==> src/rtl/inst_fetch.sv <==
// Instruction fetch: drives a word address to inst_mem and queues {pc, word} in a prefetch FIFO for decode.
// Latency: a fetched word is visible to decode one cycle after its fetch edge (no bypass); 1 instr/cycle sustained.
// Backpressure: i_inst_ready low fills the FIFO, then fetch stalls; i_redirect flushes the FIFO and restarts fetch.
//
// Ports: i_clk/i_rst_n (async active-low); o_imem_addr/i_imem_data (combinational memory read);
//        o_inst_valid/o_inst/o_inst_pc/i_inst_ready (decode handshake); i_redirect/i_redirect_pc (flush);
//        o_fetch_stopped only when IFETCH_SYS_STOP_EN is defined (fetch halts after a SYSTEM opcode).
module inst_fetch #(
    parameter logic [31:0] RESET_PC = 32'h0000_0000,
    parameter int          DEPTH    = 4
) (
    input  logic        i_clk,
    input  logic        i_rst_n,
    output logic [31:0] o_imem_addr,
    input  logic [31:0] i_imem_data,
    output logic        o_inst_valid,
    output logic [31:0] o_inst,
    output logic [31:0] o_inst_pc,
    input  logic        i_inst_ready,
    input  logic        i_redirect,
    input  logic [31:0] i_redirect_pc
`ifdef IFETCH_SYS_STOP_EN
    ,
    output logic        o_fetch_stopped
`endif
);

    localparam int PTR_W = $clog2(DEPTH);
    localparam int CNT_W = PTR_W + 1;

    // PCs are kept as word addresses: the low two byte-address bits are always zero,
    // and incrementing a 30-bit word PC wraps exactly like a 32-bit byte PC += 4.
    logic [31:2]      fetch_pc_q, fetch_pc_d;
    logic [PTR_W-1:0] rd_ptr_q, rd_ptr_d;
    logic [PTR_W-1:0] wr_ptr_q, wr_ptr_d;
    logic [CNT_W-1:0] cnt_q, cnt_d;

    logic [31:2] pc_mem_q   [DEPTH];
    logic [31:0] inst_mem_q [DEPTH];

    logic have_entry;
    logic full;
    logic fetch_en;
    logic deq;
    logic enq;

    // Redirect PC is word aligned by construction; its byte-offset bits are don't-care.
    logic unused_redirect_lsbs;
    assign unused_redirect_lsbs = ^i_redirect_pc[1:0];

`ifdef IFETCH_SYS_STOP_EN
    logic stopped_q, stopped_d;
    assign fetch_en = !stopped_q;
`else
    assign fetch_en = 1'b1;
`endif

    assign have_entry = (cnt_q != '0);
    assign full       = (cnt_q == CNT_W'(DEPTH));

    // Redirect suppresses both sides of the FIFO for the cycle it is asserted.
    assign o_inst_valid = have_entry & !i_redirect;
    assign deq          = o_inst_valid & i_inst_ready;
    assign enq          = !i_redirect & fetch_en & (!full | deq);

    assign o_imem_addr = {2'b00, fetch_pc_q};
    assign o_inst      = have_entry ? inst_mem_q[rd_ptr_q] : 32'h0;
    assign o_inst_pc   = have_entry ? {pc_mem_q[rd_ptr_q], 2'b00} : 32'h0;

    always_comb begin
        fetch_pc_d = fetch_pc_q;
        rd_ptr_d   = rd_ptr_q;
        wr_ptr_d   = wr_ptr_q;
        cnt_d      = cnt_q;
        if (i_redirect) begin
            fetch_pc_d = i_redirect_pc[31:2];
            rd_ptr_d   = wr_ptr_q;
            cnt_d      = '0;
        end else begin
            if (enq) begin
                fetch_pc_d = fetch_pc_q + 30'd1;
                wr_ptr_d   = wr_ptr_q + PTR_W'(1);
            end
            if (deq) begin
                rd_ptr_d = rd_ptr_q + PTR_W'(1);
            end
            case ({enq, deq})
                2'b10:   cnt_d = cnt_q + CNT_W'(1);
                2'b01:   cnt_d = cnt_q - CNT_W'(1);
                default: cnt_d = cnt_q;
            endcase
        end
    end

`ifdef IFETCH_SYS_STOP_EN
    // Sticky after a SYSTEM word is queued; only a redirect (or reset) resumes fetch.
    always_comb begin
        stopped_d = stopped_q;
        if (i_redirect) begin
            stopped_d = 1'b0;
        end else if (enq && (i_imem_data[6:0] == 7'h73)) begin
            stopped_d = 1'b1;
        end
    end

    always_ff @(posedge i_clk or negedge i_rst_n) begin
        if (!i_rst_n) begin
            stopped_q <= 1'b0;
        end else begin
            stopped_q <= stopped_d;
        end
    end

    assign o_fetch_stopped = stopped_q;
`endif

    always_ff @(posedge i_clk or negedge i_rst_n) begin
        if (!i_rst_n) begin
            fetch_pc_q <= RESET_PC[31:2];
            rd_ptr_q   <= '0;
            wr_ptr_q   <= '0;
            cnt_q      <= '0;
        end else begin
            fetch_pc_q <= fetch_pc_d;
            rd_ptr_q   <= rd_ptr_d;
            wr_ptr_q   <= wr_ptr_d;
            cnt_q      <= cnt_d;
        end
    end

    // Storage needs no reset: entries are only observed while cnt_q covers them.
    always_ff @(posedge i_clk) begin
        if (enq) begin
            pc_mem_q[wr_ptr_q]   <= fetch_pc_q;
            inst_mem_q[wr_ptr_q] <= i_imem_data;
        end
    end

endmodule

==> config.mk <==
export PLATFORM = sky130hd
export DESIGN_NAME = inst_fetch
export DESIGN_NICKNAME = d
export VERILOG_FILES = /design/src/rtl/inst_fetch.sv
export SDC_FILE = /design/constraint.sdc
export NUM_CORES = 1
export LEC_CHECK = 0
export ABC_AREA = 0
export BUFFER_PORTS_ARGS = -buffer_cell sky130_fd_sc_hd__buf_4
export CORE_ASPECT_RATIO = 1.1
export CORE_MARGIN = 3
export CORE_UTILIZATION = 40
export DETAILED_ROUTE_END_ITERATION = 12
export PLACE_DENSITY_LB_ADDON = 0.3
export SLEW_MARGIN = 25
export SYNTH_ARGS = -nofsm -noshare
export SYNTH_HDL_FRONTEND = slang
export SYNTH_SLANG_ARGS = --single-unit
==> constraint.sdc <==
create_clock -name i_clk -period 4.3 [get_ports i_clk]
set_input_delay 0.86 -clock i_clk [delete_from_list [all_inputs] [get_ports i_clk]]
set_output_delay 0.86 -clock i_clk [all_outputs]
set_load 0.05 [all_outputs]
==> results.cfg <==
[power]
power_density_nw_per_um2 = 740
p_leak_nw = 5.07
irDropWorstVdd_uv = 564

[setup_path]
end_kind = output port
crit_slowest_cell = dfrtp_4
cp_max_fo = 29
cp.arrival_ns = 2.62
cp_cell_sequence = buf_4 -> mux4_2 -> and2_1 -> buf_4
slowest_delay_ns = 0.86
rr_worst_depth = 7
cp-start-kind = flop
worstSetupPathType = flop to output port
crit_top_cell = buf_4
rrSetupSlack_ns = 1.69
r2r_start = cnt_q[0]$_DFFE_PN0P_
cp.required_ns = 3.44
r2r_end = inst_mem_q[3][16]$_DFFE_PP_

[floorplanning]
die-area_um2 = 31100
rows = 64
die_w_um = 168
num_io_pins = 165
die_h_um = 185
initial_core_util_pct = 41.1
core_um2 = 28200

[flow_run]
drv_cap = 0

[cts]
cts_hold_buf = 0
htreeDepth = 1
cts_setup_buffers = 0
clock_latency_ns = 0.53
post_cts_resize_count = 0
cts_sinks = 285
cts_max_path_buffers = 3
cts_buffers = 29
clk_pin_slew_ns = 0.06
cts_tree = done
cts-root-buf = clkbuf_16

[timing]
finalCritPeriodShare_pct = 81.0
tns_ns = 0
hold_ws_ns = 0.304
min_period_ns = 3.48
rsz0062_at_grt = false
hold_viol_final = 0
finalSetupViolCount = 0
fin_skew_ns = 0.0119
fmax_ghz = 0.287
timing.slew.headroom_pct = 35.6
slew_viol_final = 0
worstMarginPinSlew_ns = 0.961

[final_layout]
drive_above_1_share_pct = 35.5
diodes = 0
final-seq-area_um2 = 8380
fin_nets = 902
area_growth_pct = 22.9
fillerInstances = 2405
multi_input_area_um2 = 3020

[yosys]
synth_flop_cell = edfxtp_1
syn_avg_cell_area_um2 = 17.7
synth.distinct_cells = 45
netlist_instances = 656
synth_top_area_cell = edfxtp_1
synth-seq-cells = 285
ys_warn_count = 0
async_flop_share_pct = 13.0
synth_edf_count = 248
ys_top_cells_by_area = edfxtp_1, mux4_2, dfrtp_1
synth_common_cells = edfxtp_1, and2_1, mux4_2
synth.yosys.seq_area_share_pct = 72.2
synthesis.area_um2 = 11600
synth_most_common_cell = edfxtp_1
synth_top_area_share_pct = 64.2

[placed_design]
numPortBuffers = 158
place.gp.congestion = 0.742
dp_hpwl_um = 15600

[grt]
grt_first_pass_wirelength_um = 38900
grtUsageTotal_pct = 16.1
overflow = 0
grt_pass1_vias = 6645
antenna_found_initial = 0
grt_max_degree = 41

[drt]
num_vias = 6434
antenna_left = 0
drc = 0
viasPerCell = 5.31
drt_iter0_markers = 496
dr.pass1.iters = 4
wirelength_um = 24900
wl_per_cell_um = 20.5

[min_path]
worstHoldPathType = input port to async pin

[status]
status = completed
[cells in the final DEF, fill, tap and decap left out, types with 4 or more instances in the layout]
master and count:
conb_1 4, mux4_2 62, nor2_1 24, and2_4 4, a21oi_1 4, buf_4 175
nand3_1 13, edfxtp_1 248, xor2_1 4, clkbuf_16 29, inv_1 14, clkbuf_1 7
xnor2_1 8, o31ai_1 12, a31oi_1 18, or4_1 14, nand4_1 6, and2_1 64
nand2_1 23, clkbuf_8 8, a211oi_1 5, o21ai_0 15, ha_1 7, dfrtp_1 35
[metal layers]
| metal | part of all wire (%) | wire length [µm] | GRT usage, % |
|---|---|---|---|
| met1 | 44 | 10900 | 22.3 |
| met2 | 48 | 12000 | 26.9 |
| met3 | 6.1 | 1510 | 2.64 |
| met4 | 1.8 | 455 | 3.76 |
| met5 | 0 | 0 | 0 |
[logic make-up after synthesis]
logic type	after synthesis	share of synthesized area (%)
compound gates	63	3.56
xor+xnor	12	0.907
fa+ha+maj	7	0.755
buf+inv	54	2.01
flops	285	72.2
mux	65	12.3
other cells	1	0.0323
simple gates	169	8.19
[worst max-delay path by stage]
| stage | slack [ns] | cells past startpoint | endpoint | startpoint |
|---|---|---|---|---|
| after CTS | 0.73 | 4 | o_inst[22] | rd_ptr_q[0]$_DFFE_PN0P_ |
| after detailed placement | 1.21 | 6 | inst_mem_q[3][23]$_DFFE_PP_ | i_redirect |
| after global placement | 1.25 | 6 | inst_mem_q[3][23]$_DFFE_PP_ | i_redirect |
| after floorplan | 0.89 | 5 | inst_mem_q[2][0]$_DFFE_PP_ | i_redirect |
| final | 0.82 | 4 | o_inst[22] | rd_ptr_q[0]$_DFFE_PN0P_ |
| after global routing | 0.63 | 6 | o_inst[22] | cnt_q[0]$_DFFE_PN0P_ |
[area by class of cell]
cell class	count	area share, %
Sequential cell	285	58.8
Multi-Input combinational cell	320	21.2
Timing Repair Buffer	177	9.50
Clock buffer	44	6.05
Tap cell	363	3.19
Clock inverter	9	0.878
Inverter	14	0.369
[critical path: cells and delay by family, from the launching register on]
| family | cells | cell delay [ns] |
|---|---|---|
| DFF | 1 | 0.86 |
| buffers and inverters | 2 | 0.52 |
| muxes | 1 | 0.51 |
| and+or+nand+nor | 1 | 0.19 |
[state kept, by name, summed over array words and instances, names as in the netlist]
name,cells
inst_mem_q,128
pc_mem_q,120
fetch_pc_q,30
cnt_q,3
rd_ptr_q,2
wr_ptr_q,2
[report_power, final]
group	leakage, nW	total (mW)	switching, mW	internal, mW
Clock	0.483	2.54	0.989	1.55
Sequential	2.70	3.92	0.321	3.60
Combinational	1.88	4.09	2.59	1.50
Total	5.07	10.5	3.90	6.65
[stage by stage]
step | instance area [µm²] | worst slack (ns) | cells | power, mW | util [%]
finish | 14200 | 0.815 | 1212 | 10.5 | 50.5
global placement | 13300 | 1.25 | 1159 | 8.12 | 47.0
detailed placement | 13300 | 1.21 | 1159 | 8.16 | 47.0
CTS | 14200 | 0.730 | 1212 | 10.7 | 50.5
floorplan | 11600 | 0.888 | 659 | 6.80 | -
global route | 14200 | 0.632 | 1212 | 11.1 | 50.5
Note: power is estimated with default switching activity, not from simulation.
